$ cat config.mk
export PLATFORM = sky130hd
export DESIGN_NAME = t07_esp32_spi_rx_flat
export DESIGN_NICKNAME = d
export VERILOG_FILES = /design/src/rtl/t07_esp32_pkg.sv /design/src/rtl/t07_esp32_spi_rx_if.sv /design/src/rtl/t07_sync_edge.sv /design/src/rtl/t07_esp32_spi_rx.sv /design/src/flat_wrapper.sv
export SDC_FILE = /design/constraint.sdc
export NUM_CORES = 1
export LEC_CHECK = 0
export ABC_AREA = 0
export BUFFER_PORTS_ARGS = -buffer_cell sky130_fd_sc_hd__buf_4
export CORE_AREA = 2 2 90 66
export CTS_BUF_LIST = sky130_fd_sc_hd__clkbuf_16
export CTS_CLUSTER_DIAMETER = 40
export CTS_CLUSTER_SIZE = 28
export DETAILED_ROUTE_END_ITERATION = 6
export DIE_AREA = 0 0 92 68
export GPL_ROUTABILITY_DRIVEN = 0
export GPL_TIMING_DRIVEN = 1
export PLACE_DENSITY_LB_ADDON = 0.25
export RECOVER_POWER = 50
export SYNTH_ARGS = -nofsm -noshare
export SYNTH_HDL_FRONTEND = slang
export SYNTH_SLANG_ARGS = --single-unit
$ cat constraint.sdc
create_clock -name clk -period 2.6 [get_ports clk]
set_input_delay 0.26 -clock clk [delete_from_list [all_inputs] [get_ports clk]]
set_output_delay 0.26 -clock clk [all_outputs]
set_load 0.02 [all_outputs]
$ cat src/rtl/t07_esp32_pkg.sv
// Shared types and constants for the ESP32 SPI receive path.
// Holds the FSM state type, default word width and MMIO window bounds.
package t07_esp32_pkg;

    typedef enum logic {
        IDLE  = 1'b0,
        SHIFT = 1'b1
    } state_t;

    localparam int WORD_BITS_DEF = 32;

    // CPU load window in which the MMIO serves the received word.
    localparam int ESP_REG_LO = 1025;
    localparam int ESP_REG_HI = 1056;

endpackage

$ cat src/rtl/t07_esp32_spi_rx_if.sv
// ESP32 SPI link plus the word/strobe bundle handed to the MMIO.
// slave: receiver side (pins in, word/ack/err/busy out); master: the ESP32/MMIO side.
interface t07_esp32_spi_rx_if
    import t07_esp32_pkg::*;
#(
    parameter int WORD_BITS = WORD_BITS_DEF
) ();

    logic                 esp_sclk_i;
    logic                 esp_cs_n_i;
    logic                 esp_mosi_i;
    logic [WORD_BITS-1:0] SPIData_o;
    logic                 SPIack_o;
    logic                 frame_err_o;
    logic                 busy_o;

    modport slave (
        input  esp_sclk_i,
        input  esp_cs_n_i,
        input  esp_mosi_i,
        output SPIData_o,
        output SPIack_o,
        output frame_err_o,
        output busy_o
    );

    modport master (
        output esp_sclk_i,
        output esp_cs_n_i,
        output esp_mosi_i,
        input  SPIData_o,
        input  SPIack_o,
        input  frame_err_o,
        input  busy_o
    );

endinterface

$ cat src/rtl/t07_sync_edge.sv
// STAGES-deep synchronizer with one extra delay flop and rise/fall detect.
// Ports: clk, rst, din (async pin) -> q (synced), dly (q one clk later), rise, fall.
module t07_sync_edge #(
    parameter int   STAGES  = 2,
    parameter logic RST_VAL = 1'b0
) (
    input  logic clk,
    input  logic rst,
    input  logic din,
    output logic q,
    output logic dly,
    output logic rise,
    output logic fall
);

    // STAGES must be at least 2.
    logic [STAGES-1:0] sr;

    always_ff @(posedge clk) begin
        if (rst) begin
            sr  <= {STAGES{RST_VAL}};
            dly <= RST_VAL;
        end else begin
            sr  <= {sr[STAGES-2:0], din};
            dly <= sr[STAGES-1];
        end
    end

    assign q    = sr[STAGES-1];
    assign rise = q & ~dly;
    assign fall = ~q & dly;

endmodule

$ cat src/rtl/t07_esp32_spi_rx.sv
// Oversampled mode-0 SPI slave that assembles MSB-first words for the MMIO.
// Ports: clk, rst, bus (slave: sclk/cs_n/mosi in; SPIData/SPIack/frame_err/busy out).
module t07_esp32_spi_rx
    import t07_esp32_pkg::*;
#(
    parameter int SYNC_STAGES = 2,
    parameter int WORD_BITS   = WORD_BITS_DEF
) (
    input  logic                   clk,
    input  logic                   rst,
    t07_esp32_spi_rx_if.slave      bus
);

    localparam int CW = (WORD_BITS > 2) ? $clog2(WORD_BITS) : 1;
    localparam logic [CW-1:0] LAST = CW'(WORD_BITS - 1);

    logic sclk_q, sclk_d, sclk_rise, sclk_fall;
    logic cs_q, cs_d, cs_rise, cs_fall;
    logic mosi_q, mosi_d, mosi_rise, mosi_fall;

    t07_sync_edge #(.STAGES(SYNC_STAGES), .RST_VAL(1'b0)) u_sclk (
        .clk(clk), .rst(rst), .din(bus.esp_sclk_i),
        .q(sclk_q), .dly(sclk_d), .rise(sclk_rise), .fall(sclk_fall)
    );

    t07_sync_edge #(.STAGES(SYNC_STAGES), .RST_VAL(1'b1)) u_cs (
        .clk(clk), .rst(rst), .din(bus.esp_cs_n_i),
        .q(cs_q), .dly(cs_d), .rise(cs_rise), .fall(cs_fall)
    );

    // The delayed copy lines mosi up with the cycle sclk_rise is seen.
    t07_sync_edge #(.STAGES(SYNC_STAGES), .RST_VAL(1'b0)) u_mosi (
        .clk(clk), .rst(rst), .din(bus.esp_mosi_i),
        .q(mosi_q), .dly(mosi_d), .rise(mosi_rise), .fall(mosi_fall)
    );

    logic unused_sync;
    assign unused_sync = ^{sclk_q, sclk_d, sclk_fall, cs_q, cs_d,
                           mosi_q, mosi_rise, mosi_fall};

    state_t               state;
    logic [CW-1:0]        bitcnt;
    logic [WORD_BITS-1:0] shreg;
    logic [WORD_BITS-1:0] data;
    logic                 done;
    logic                 ack;
    logic                 err;
    logic                 busy;

    logic [WORD_BITS-1:0] shifted;
    logic [CW-1:0]        cnt_nx;
    logic [CW-1:0]        cnt_post;
    logic                 at_last;

    assign shifted  = {shreg[WORD_BITS-2:0], mosi_d};
    assign at_last  = (bitcnt == LAST);
    assign cnt_nx   = at_last ? '0 : bitcnt + 1'b1;
    // CS is judged against the count after any same-cycle shift.
    assign cnt_post = sclk_rise ? cnt_nx : bitcnt;

    always_ff @(posedge clk) begin
        if (rst) begin
            state  <= IDLE;
            bitcnt <= '0;
            shreg  <= '0;
            data   <= '0;
            done   <= 1'b0;
            ack    <= 1'b0;
            err    <= 1'b0;
            busy   <= 1'b0;
        end else begin
            done <= 1'b0;
            err  <= 1'b0;
            // Word lands one cycle ahead of its strobe.
            ack  <= done;
            unique case (state)
                IDLE: begin
                    if (cs_fall) begin
                        state  <= SHIFT;
                        busy   <= 1'b1;
                        bitcnt <= '0;
                        shreg  <= '0;
                    end
                end
                SHIFT: begin
                    if (sclk_rise) begin
                        shreg  <= shifted;
                        bitcnt <= cnt_nx;
                        if (at_last) begin
                            data <= shifted;
                            done <= 1'b1;
                        end
                    end
                    if (cs_rise) begin
                        state <= IDLE;
                        busy  <= 1'b0;
                        err   <= (cnt_post != '0);
                    end
                end
            endcase
        end
    end

    assign bus.SPIData_o   = data;
    assign bus.SPIack_o    = ack;
    assign bus.frame_err_o = err;
    assign bus.busy_o      = busy;

endmodule

$ cat src/flat_wrapper.sv
// flat-port wrapper written by rule: the top's interface ports become plain ports
module t07_esp32_spi_rx_flat import t07_esp32_pkg::*;
#(
    parameter int SYNC_STAGES = 2,
    parameter int WORD_BITS   = WORD_BITS_DEF
)
  (clk, rst, bus_esp_sclk_i, bus_esp_cs_n_i, bus_esp_mosi_i, bus_SPIData_o, bus_SPIack_o, bus_frame_err_o, bus_busy_o);
  t07_esp32_spi_rx_if #(.WORD_BITS(WORD_BITS)) bus_i ();
  input  logic clk;
  input  logic rst;
  input wire logic [$bits(bus_i.esp_sclk_i)-1:0] bus_esp_sclk_i;
  input wire logic [$bits(bus_i.esp_cs_n_i)-1:0] bus_esp_cs_n_i;
  input wire logic [$bits(bus_i.esp_mosi_i)-1:0] bus_esp_mosi_i;
  output wire logic [$bits(bus_i.SPIData_o)-1:0] bus_SPIData_o;
  output wire logic [$bits(bus_i.SPIack_o)-1:0] bus_SPIack_o;
  output wire logic [$bits(bus_i.frame_err_o)-1:0] bus_frame_err_o;
  output wire logic [$bits(bus_i.busy_o)-1:0] bus_busy_o;
  assign bus_i.esp_sclk_i = bus_esp_sclk_i;
  assign bus_i.esp_cs_n_i = bus_esp_cs_n_i;
  assign bus_i.esp_mosi_i = bus_esp_mosi_i;
  assign bus_SPIData_o = bus_i.SPIData_o;
  assign bus_SPIack_o = bus_i.SPIack_o;
  assign bus_frame_err_o = bus_i.frame_err_o;
  assign bus_busy_o = bus_i.busy_o;
  t07_esp32_spi_rx #(.SYNC_STAGES(SYNC_STAGES), .WORD_BITS(WORD_BITS)) u_core (.clk(clk), .rst(rst), .bus(bus_i));
endmodule
==> summary.md, run 1 <==
| Metric | Value |
|---|---|
| Worst min path class | `in -> reg` |
| Residual DRC | `0` |
| Status | `completed` |
| Cell variety after synth | `36` |
| Drt wl/cell | `13.4 um` |
| Syn Area/Cell | `9.09 um^2` |
| Final Hold Fails | `0` |
| Synth Flop Type | `dfxtp_1` |
| Least-Margin Pin Slew | `1.38 ns` |
| Synth top area share | `56.2%` |
| Setup_tns | `0 ns` |
| Path type of the worst setup path | `reg -> reg` |
| Static Leak | `1.14 nW` |
| Synth warn | `0` |
| CP Max Fanout | `34` |
| Post-Syn Area | `0.00292 mm^2` |
| Total number of vias | `2,274` |
| VDD IR max | `0.524 mV` |
| Fraction of layout cells with a size suffix above 1 | `9.50%` |
| Compound-Gate Fraction of Synth Area | `17.9%` |
| Clock root buffer | `clkbuf_16` |
| Die width | `92 um` |
| Count leader, synth | `dfxtp_1` |
| Via density | `5.25` |
| PwrDens | `729 mW/mm^2` |
| Antenna violations before repair | `0` |
| RSZ-0062 raised after global routing | `no` |
| Ys async rst share | `0%` |
| Max-cap viol count | `0` |
| Post-synthesis net count | `328` |
| Die area | `0.00626 mm^2` |
| Drt first pass iters | `4` |
| Nets | `360` |
| Startpoint types | `register` |
| H-tree levels | `3` |
| Io pins | `40` |
| Dpl cells | `417` |
| Die Y | `68 um` |
| Placeable Area | `0.00547 mm^2` |
| Inserted Clock Buffers | `9` |
| # diodes | `0` |
| Power Total | `2.43 mW` |
| Post-synthesis xor/xnor area fraction | `0%` |
| CTS tree | `yes` |
| Fin crit share | `86.5%` |
| Skew-Pair Late Insertion Delay | `0.33 ns` |
| Cells after Synth | `321` |
| Required time of the critical path | `2.75 ns` |
| CTS hold repair buffers | `0` |
| Total congestion overflow | `0` |
| Area delta synth->final | `14.1%` |
| Gr usage total | `20.0%` |
| Hold WS | `0.124 ns` |
| Top post-synthesis cells by count | `82 x dfxtp_1, 66 x nand2_1, 39 x nor2_1` |
| Simple-gate area share of the yosys netlist | `19.8%` |
| Vias in the first global route | `2,124` |
| Final Non-Filler Cells | `433` |
| FILL cells | `504` |
| DRT Wirelength | `5.79 mm` |
| Post-CTS resize count | `0` |
| Largest area contributor in the netlist | `dfxtp_1` |
| Clock Tree Buf Depth | `2` |
| Clock Pin Slew Worst Setup and Hold Paths | `0.06 ns` |
| Site Rows | `23` |
| Relative slew slack | `8.09%` |
| Setup-failing EPs final | `0` |
| Sequential area share after synthesis | `56.2%` |
| Top post-synthesis cells by area | `dfxtp_1 56%, nand2_1 8.5%, a22oi_1 8.2%` |
| Pin count of the biggest net entering global routing | `74` |
| Buffers on Ports | `39` |
| Starting Density | `53.4%` |
| DRT iter0 DRCs | `95` |
| CP Capture Type | `register` |
| Number of flops mapped to enable cells by yosys | `0` |
| Post-CTS setup repair buffer count | `0` |
| Flops & latches, synth | `82` |
| Largest family of logic cells by synthesized area | `simple AND/OR/NAND/NOR gates` |
| CTS sink cnt | `82` |
| Post-route ant nets | `0` |
| Critical path data arrival time | `2.40 ns` |
| Max Fclk | `445 MHz` |
| Skew final | `0.00931 ns` |
| Mux share of post-synthesis cell area | `0%` |
| First-pass GRT wire length | `9.91 mm` |
| Final Critical Period | `2.25 ns` |
| Pins Over Slew Limit | `0` |
| HPWL after DPL | `3.46 mm` |
| Synth Area in Adders | `0.857%` |
## cells by family (layout without fill, tap and decap cells)
family | count (synthesis) | in the layout
AO/OA/AOI/OAI | 80 | 80
adder cells (fa/ha/maj) | 2 | 2
buffers and inverters | 27 | 64
flip-flops | 82 | 82
AND/OR/NAND/NOR | 130 | 130
## layout make-up
class / count / area, um^2 / share of cell area [%]
Clock buffer: 9 / 225 / 6.76
Timing Repair Buffer: 44 / 190 / 5.71
Inverter: 4 / 15.0 / 0.451
Tap cell: 75 / 93.8 / 2.82
Multi-Input combinational cell: 212 / 1130 / 33.8
Sequential cell: 82 / 1640 / 49.3
Clock inverter: 7 / 37.5 / 1.13
## metal layers
layer  share of wire [%]  track usage [%]  vias to the layer above
met1                  47             24.8                     1055
met2                  47             33.7                       64
met4                0.85             7.46                        0
met5                   0                0                        -
li1                    -                -                     1149
met3                 4.9             6.06                        6
## critical path, cell delays in order (launching register included)
cell and delay, ns:
dfxtp_1 0.44, and3b_1 0.22, clkbuf_1 0.60, a21oi_4 0.01
clkbuf_2 0.44, a32oi_1 0.29, nor2_1 0.06
## metrics by stage
stage | worst slack, ns | utilization (%) | cell area [um^2]
2_1_floorplan | 0.750 | - | 2920
3_3_place_gp | 0.641 | 58.7 | 3210
3_5_place_dp | 0.503 | 58.7 | 3210
4_1_cts | 0.472 | 63.5 | 3470
5_1_grt | 0.141 | 60.9 | 3330
6_report | 0.351 | 60.9 | 3330
## final timing paths
check / depth (start not counted) / end / from / slack, ns
worst min register to register: 1 / u_core.u_cs.sr[1] / u_core.u_cs.sr[0] / 0.41
worst min-delay path: 2 / u_core.u_cs.sr[0] / bus_esp_cs_n_i / 0.12
worst max-delay path: 6 / u_core.bitcnt[1] / u_core.state / 0.35
worst max register to register: 6 / u_core.bitcnt[1] / u_core.state / 0.35
## flip-flops by register name, summed over array words and instances, names as in the netlist
name and flops:
u_core.u_cs.dly 1, u_core.done 1, u_core.state 1, u_core.u_mosi.sr 2
u_core.bitcnt 5, u_core.bus.SPIack_o 1, u_core.bus.SPIData_o 32, u_core.u_cs.sr 2
u_core.shreg 31, u_core.u_sclk.dly 1, u_core.bus.busy_o 1, u_core.bus.frame_err_o 1
u_core.u_sclk.sr 2, u_core.u_mosi.dly 1
## placed cells by master, fill, tap and decap left out, types with 2 or more instances in the layout
cell type and instances:
inv_1 3, nor2_1 39, buf_4 6, clkbuf_1 36
ha_1 2, o21ai_0 3, clkbuf_16 9, nor2b_1 9
a22oi_1 32, clkinv_2 3, clkbuf_2 2, nand2_1 66
or2_2 3, a21oi_1 36, inv_2 2, clkinvlp_4 2
nor4_1 2, dfxtp_1 82
## power by group
part	leakage, nW	switching, mW	internal, mW
clock	0.130	0.464	0.633
combinational	0.348	0.0423	0.0159
sequential	0.662	0.00562	1.27
total	1.14	0.512	1.91
No activity file was read; power rests on OpenSTA's default activity.
==> run 2, diff against run 1 <==
CORE_AREA = 2 2 95 69   (was 2 2 90 66)
DIE_AREA = 0 0 97 71   (was 0 0 92 68)
clock period = 2 ns   (was 2.6 ns; I/O delays follow)
==> run 2 against run 1 <==
Wire length shrank 3.9%. Cell area is 2.1% higher. Die area rose by 10%. Sequential share of layout area shrank 1.0 points. Largest cell class unchanged. Setup slack worse by 0.21 ns. Worst hold slack worse by 0.063 ns. Flip-flop and latch count did not move. Clock skew down 0.0022 ns. Non-clock buffer count grew 3. Maximum frequency increased by 21%. Power up 36%.
==> summary.md, run 2 (same netlist as run 1, synthesis figures left out) <==
| Metric | Value |
|---|---|
| Clock Pin Slew Worst Setup and Hold Paths | `0.06 ns (about the same)` |
| # diodes | `0 (unchanged)` |
| Skew-Pair Late Insertion Delay | `0.33 ns (about the same)` |
| Die Y | `71 um (was 68 um)` |
| HPWL after DPL | `3.52 mm (was 3.46 mm)` |
| First-pass GRT wire length | `9.40 mm (was 9.91 mm)` |
| Clock Tree Buf Depth | `2 (unchanged)` |
| Clock root buffer | `clkbuf_16 (unchanged)` |
| Reg area | `0.00164 mm^2 (unchanged)` |
| Combinational power share | `2.3% (was 2.4%)` |
| Total number of vias | `2,292 (was 2,274)` |
| Worst path bufs/invs | `0 (was 2)` |
| Residual DRC | `0 (unchanged)` |
| Antenna violations before repair | `0 (unchanged)` |
| Least-Margin Pin Slew | `1.30 ns (was 1.38 ns)` |
| Critical path data arrival time | `2.06 ns (was 2.40 ns)` |
| Status | `completed (unchanged)` |
| Multi-input gate area | `0.00114 mm^2 (was 0.00113 mm^2)` |
| Drt wl/cell | `12.7 um (was 13.4 um)` |
| Drt first pass iters | `4 (unchanged)` |
| Critical-path top delay cell | `dfxtp_1 (was clkbuf_1)` |
| Final Critical Period | `1.86 ns (was 2.25 ns)` |
| Vias in the first global route | `2,082 (was 2,124)` |
| Seq pwr share | `50.2% (was 52.4%)` |
| Internal power | `2.62 mW (was 1.91 mW)` |
| Gr usage total | `17.0% (was 20.0%)` |
| Power Total | `3.29 mW (was 2.43 mW)` |
| Worst min path class | `in -> reg (unchanged)` |
| PwrDens | `967 mW/mm^2 (was 729 mW/mm^2)` |
| Pins Over Slew Limit | `0 (unchanged)` |
| Nets | `363 (was 360)` |
| Max-cap viol count | `0 (unchanged)` |
| CP Capture Type | `register (unchanged)` |
| CP delay by family, top | `compound AO/OA/AOI/OAI gates (was buffers and inverters)` |
| Largest register FFs | `32 (unchanged)` |
| Area delta synth->final | `16.5% (was 14.1%)` |
| Startpoint types | `register (unchanged)` |
| Path type of the worst setup path | `reg -> reg (unchanged)` |
| Post-CTS setup repair buffer count | `0 (unchanged)` |
| DRT Wirelength | `5.56 mm (was 5.79 mm)` |
| Total net switching power | `0.673 mW (was 0.512 mW)` |
| Placeable Area | `0.00604 mm^2 (was 0.00547 mm^2)` |
| RSZ-0062 raised after global routing | `no (unchanged)` |
| Setup-failing EPs final | `0 (unchanged)` |
| Io pins | `40 (unchanged)` |
| Required time of the critical path | `2.21 ns (was 2.75 ns)` |
| Via density | `5.22 (was 5.25)` |
| VDD IR max | `0.531 mV (was 0.524 mV)` |
| Commonest non-fill, non-tap cell in the layout | `dfxtp_1 (unchanged)` |
| Post-route ant nets | `0 (unchanged)` |
| Final Hold Fails | `0 (unchanged)` |
| CTS sink cnt | `82 (unchanged)` |
| Starting Density | `48.4% (was 53.4%)` |
| Switching share of power | `20.5% (was 21.1%)` |
| Die width | `97 um (was 92 um)` |
| Most frequent cells in the layout | `82 x dfxtp_1, 66 x nand2_1, 39 x nor2_1 (unchanged)` |
| CP Max Fanout | `8 (was 34)` |
| H-tree levels | `3 (unchanged)` |
| CTS tree | `yes (unchanged)` |
| Setup_tns | `0 ns (unchanged)` |
| Worst path cell trace | `ha_1 -> and3_1 -> ha_4 -> a31o_1 -> a21oi_2 -> nor3_1 -> a2111oi_2 (was and3b_1 -> clkbuf_1 -> a21oi_4 -> clkbuf_2 -> a32oi_1 -> nor2_1)` |
| Fraction of layout cells with a size suffix above 1 | `10.2% (was 9.50%)` |
| Total congestion overflow | `0 (unchanged)` |
| Pin count of the biggest net entering global routing | `70 (was 74)` |
| Skew final | `0.00714 ns (was 0.00931 ns)` |
| Buffers on Ports | `39 (unchanged)` |
| Static Leak | `1.17 nW (was 1.14 nW)` |
| Site Rows | `24 (was 23)` |
| Clock network power share | `47.5% (was 45.2%)` |
| Fin crit share | `92.8% (was 86.5%)` |
| Max incr delay on CP | `0.36 ns (was 0.60 ns)` |
| Inserted Clock Buffers | `9 (unchanged)` |
| Relative slew slack | `13.6% (was 8.09%)` |
| Max Fclk | `539 MHz (was 445 MHz)` |
| Die area | `0.00689 mm^2 (was 0.00626 mm^2)` |
| DRT iter0 DRCs | `88 (was 95)` |
| FILL cells | `564 (was 504)` |
run 2: cell count changes in the layout (fill, tap and decap cells not counted), moves of 2 or more:
cell	before	now
clkinv_2	3	1
clkinv_1	1	4
buf_6	0	2
buf_4	6	8
clkinvlp_4	2	0
run 2: power groups by stage:
stage               registers, mW  logic (mW)  clock network (mW)
global placement             1.69      0.0781                   0
global route                 1.65      0.0828                1.66
detailed placement           1.69      0.0783                   0
floorplan                    1.69      0.0601                   0
finish                       1.65      0.0745                1.56
CTS                          1.65      0.0784                1.60
run 2: path summary, 6_finish.rpt:
check	from	end	slack (ns)	depth (start not counted)
setup / recovery	u_core.bitcnt[1]	u_core.bus.frame_err_o	0.14	7
hold / removal	bus_esp_cs_n_i	u_core.u_cs.sr[0]	0.06	2
setup reg to reg	u_core.bitcnt[1]	u_core.bus.frame_err_o	0.14	7
hold reg to reg	u_core.u_cs.sr[0]	u_core.u_cs.sr[1]	0.44	1
run 2: cell type report:
cell class                 count  area share [%]
inverter                       4           0.441
clock inverter                 7            1.73
tap                           78            2.87
timing repair buffer          47            6.58
sequential                    82            48.3
multi-input combinational    212            33.5
clock buffer                   9            6.62
run 2: layer usage:
metal / global-route usage, % / share of wire, % / wire length (um)
met1: 20.7 / 48 / 2680
met2: 27.7 / 45 / 2500
met3: 6.03 / 5.5 / 303
met4: 7.04 / 1.3 / 73
met5: 0 / 0 / 0
run 2: through the flow:
stage | util, % | instance area (um^2) | std cells | setup WS (ns) | hold WS (ns)
after floorplan | - | 2920 | 321 | 0.150 | 0.304
after global placement | 53.6 | 3230 | 423 | 0.119 | 0.389
after detailed placement | 53.6 | 3230 | 423 | 0.0341 | 0.401
after CTS | 58.3 | 3520 | 439 | 0.0138 | 0.0547
after global routing | 56.4 | 3400 | 439 | 0.0280 | 0.0604
final | 56.4 | 3400 | 439 | 0.144 | 0.0608
run 2: what timing repair did:
action,4_1_cts,5_1_grt
hold buffers,0,0
setup endpoints to repair,0,33
endpoints found under the hold margin,0,0
resized for setup,0,4
==> run 3, diff against run 2 <==
MAX_ROUTING_LAYER = met4   (was unset)
==> run 3 against run 2 <==
Sequential share of layout area unchanged. Clock power about the same. Count of clock-buffer cells in the layout unchanged. Die area unchanged. Critical path depth did not move. Register-to-register slack hardly changed. Via count decreased by 0.70%. First-iteration DRC count increased by 2.3%. Power is essentially flat. Critical endpoint unchanged. Largest cell class unchanged. Largest power group unchanged.
==> summary.md, run 3 (same netlist as run 1, synthesis figures left out) <==
| Metric | Value |
|---|---|
| CP Capture Type | `register (unchanged)` |
| Startpoint types | `register (unchanged)` |
| Gr usage total | `17.5% (was 17.0%)` |
| H-tree levels | `3 (unchanged)` |
| Placeable Area | `0.00604 mm^2 (unchanged)` |
| Post-route ant nets | `0 (unchanged)` |
| CTS tree | `yes (unchanged)` |
| DRT iter0 DRCs | `90 (was 88)` |
| Clock root buffer | `clkbuf_16 (unchanged)` |
| Total congestion overflow | `0 (unchanged)` |
| CTS hold repair buffers | `0 (unchanged)` |
| Fraction of layout cells with a size suffix above 1 | `10.2% (unchanged)` |
| Max-cap viol count | `0 (unchanged)` |
| First-pass GRT wire length | `9.40 mm (about the same)` |
| Drt wl/cell | `12.6 um (was 12.7 um)` |
| Residual DRC | `0 (unchanged)` |
| Drt first pass iters | `4 (unchanged)` |
| Least-Margin Pin Slew | `1.30 ns (about the same)` |
| Final Critical Period | `1.86 ns (about the same)` |
| Required time of the critical path | `2.21 ns (about the same)` |
| CP Max Fanout | `8 (unchanged)` |
| Skew final | `0.00597 ns (was 0.00714 ns)` |
| HPWL after DPL | `3.52 mm (unchanged)` |
| Total number of vias | `2,276 (was 2,292)` |
| Relative slew slack | `13.2% (was 13.6%)` |
| Fin crit share | `92.9% (was 92.8%)` |
| Area delta synth->final | `16.5% (unchanged)` |
| Largest register FFs | `32 (unchanged)` |
| Final core utilization | `56.4% (unchanged)` |
| PwrDens | `966 mW/mm^2 (was 967 mW/mm^2)` |
| Total net switching power | `0.671 mW (was 0.673 mW)` |
| Combinational power share | `2.3% (about the same)` |
| Setup-failing EPs final | `0 (unchanged)` |
| Switching share of power | `20.4% (was 20.5%)` |
| Via density | `5.18 (was 5.22)` |
| Status | `completed (unchanged)` |
| VDD IR max | `0.533 mV (was 0.531 mV)` |
| Pins Over Slew Limit | `0 (unchanged)` |
| Seq pwr share | `50.3% (was 50.2%)` |
| Pin count of the biggest net entering global routing | `70 (unchanged)` |
| Path type of the worst setup path | `reg -> reg (unchanged)` |
| Max Fclk | `538 MHz (was 539 MHz)` |
| Inserted Clock Buffers | `9 (unchanged)` |
| CTS sink cnt | `82 (unchanged)` |
| Final Instance Area | `0.00340 mm^2 (unchanged)` |
| Clock Pin Slew Worst Setup and Hold Paths | `0.06 ns (about the same)` |
| FILL cells | `564 (unchanged)` |
| Starting Density | `48.4% (unchanged)` |
| Die Y | `71 um (unchanged)` |
| # diodes | `0 (unchanged)` |
| Commonest non-fill, non-tap cell in the layout | `dfxtp_1 (unchanged)` |
| Static Leak | `1.17 nW (unchanged)` |
| Reg area | `0.00164 mm^2 (unchanged)` |
| Setup_tns | `0 ns (unchanged)` |
| Nets | `363 (unchanged)` |
| DRT Wirelength | `5.55 mm (was 5.56 mm)` |
| Final Hold Fails | `0 (unchanged)` |
| Die width | `97 um (unchanged)` |
| Multi-input gate area | `0.00114 mm^2 (unchanged)` |
| Most frequent cells in the layout | `82 x dfxtp_1, 66 x nand2_1, 39 x nor2_1 (unchanged)` |
| Post-DP Area | `0.00323 mm^2 (unchanged)` |
| Vias in the first global route | `2,084 (was 2,082)` |
| Skew-Pair Late Insertion Delay | `0.33 ns (about the same)` |
| Buffers on Ports | `39 (unchanged)` |
| Clock Tree Buf Depth | `2 (unchanged)` |
| Worst min path class | `in -> reg (unchanged)` |
| Critical path data arrival time | `2.07 ns (was 2.06 ns)` |
| RSZ-0062 raised after global routing | `no (unchanged)` |
| Internal power | `2.62 mW (about the same)` |
| Site Rows | `24 (unchanged)` |
| Die area | `0.00689 mm^2 (unchanged)` |
| Antenna violations before repair | `0 (unchanged)` |
| Io pins | `40 (unchanged)` |
| Clock network power share | `47.5% (about the same)` |
run 3: cell type report:
cell class,count,area share [%]
inverters,4,0.441
clock inverters,7,1.73
well taps,78,2.87
flip-flops and latches,82,48.3
multi-input cells,212,33.5
clock buffers,9,6.62
repair buffers,47,6.58
run 3: final timing paths:
kind	start	endpoint	slack [ns]	cells after the start
setup / recovery	u_core.bitcnt[1]	u_core.bus.frame_err_o	0.14	7
hold / removal	bus_esp_cs_n_i	u_core.u_cs.sr[0]	0.06	2
setup reg to reg	u_core.bitcnt[1]	u_core.bus.frame_err_o	0.14	7
hold reg to reg	u_core.done	u_core.bus.SPIack_o	0.44	1
run 3: worst max-delay path, stage by stage, from the launching register on:
cell       delay (ns)
dfxtp_1          0.35
ha_1             0.22
and3_1           0.22
ha_4             0.20
a31o_1           0.20
a21oi_2          0.16
nor3_1           0.08
a2111oi_2        0.31
run 3: power groups by stage:
stage | sequential (mW) | clock, mW | combinational [mW]
final | 1.65 | 1.56 | 0.0747
after global routing | 1.65 | 1.66 | 0.0829
after CTS | 1.65 | 1.60 | 0.0784
after detailed placement | 1.69 | 0 | 0.0783
after global placement | 1.69 | 0 | 0.0781
after floorplan | 1.69 | 0 | 0.0601
run 3: per-stage QoR:
step | total power [mW] | hold WS [ns] | setup slack, ns | instances
after global routing | 3.40 | 0.0604 | 0.0280 | 439
after floorplan | 1.75 | 0.304 | 0.150 | 321
after CTS | 3.33 | 0.0547 | 0.0138 | 439
after detailed placement | 1.77 | 0.401 | 0.0341 | 423
after global placement | 1.77 | 0.389 | 0.119 | 423
final | 3.29 | 0.0605 | 0.142 | 439
run 3: routing by layer:
metal / global-route usage, % / up-vias / wire, um
met5: - / - / 0
met3: 5.63 / 9 / 267
met1: 20.9 / 1058 / 2710
met4: 7.04 / 0 / 68
met2: 27.7 / 48 / 2500
li1: - / 1161 / -
run 3: what timing repair did:
item	4_1_cts	5_1_grt
setup endpoints to repair	0	33
resized for setup	0	4
setup buffers	0	0
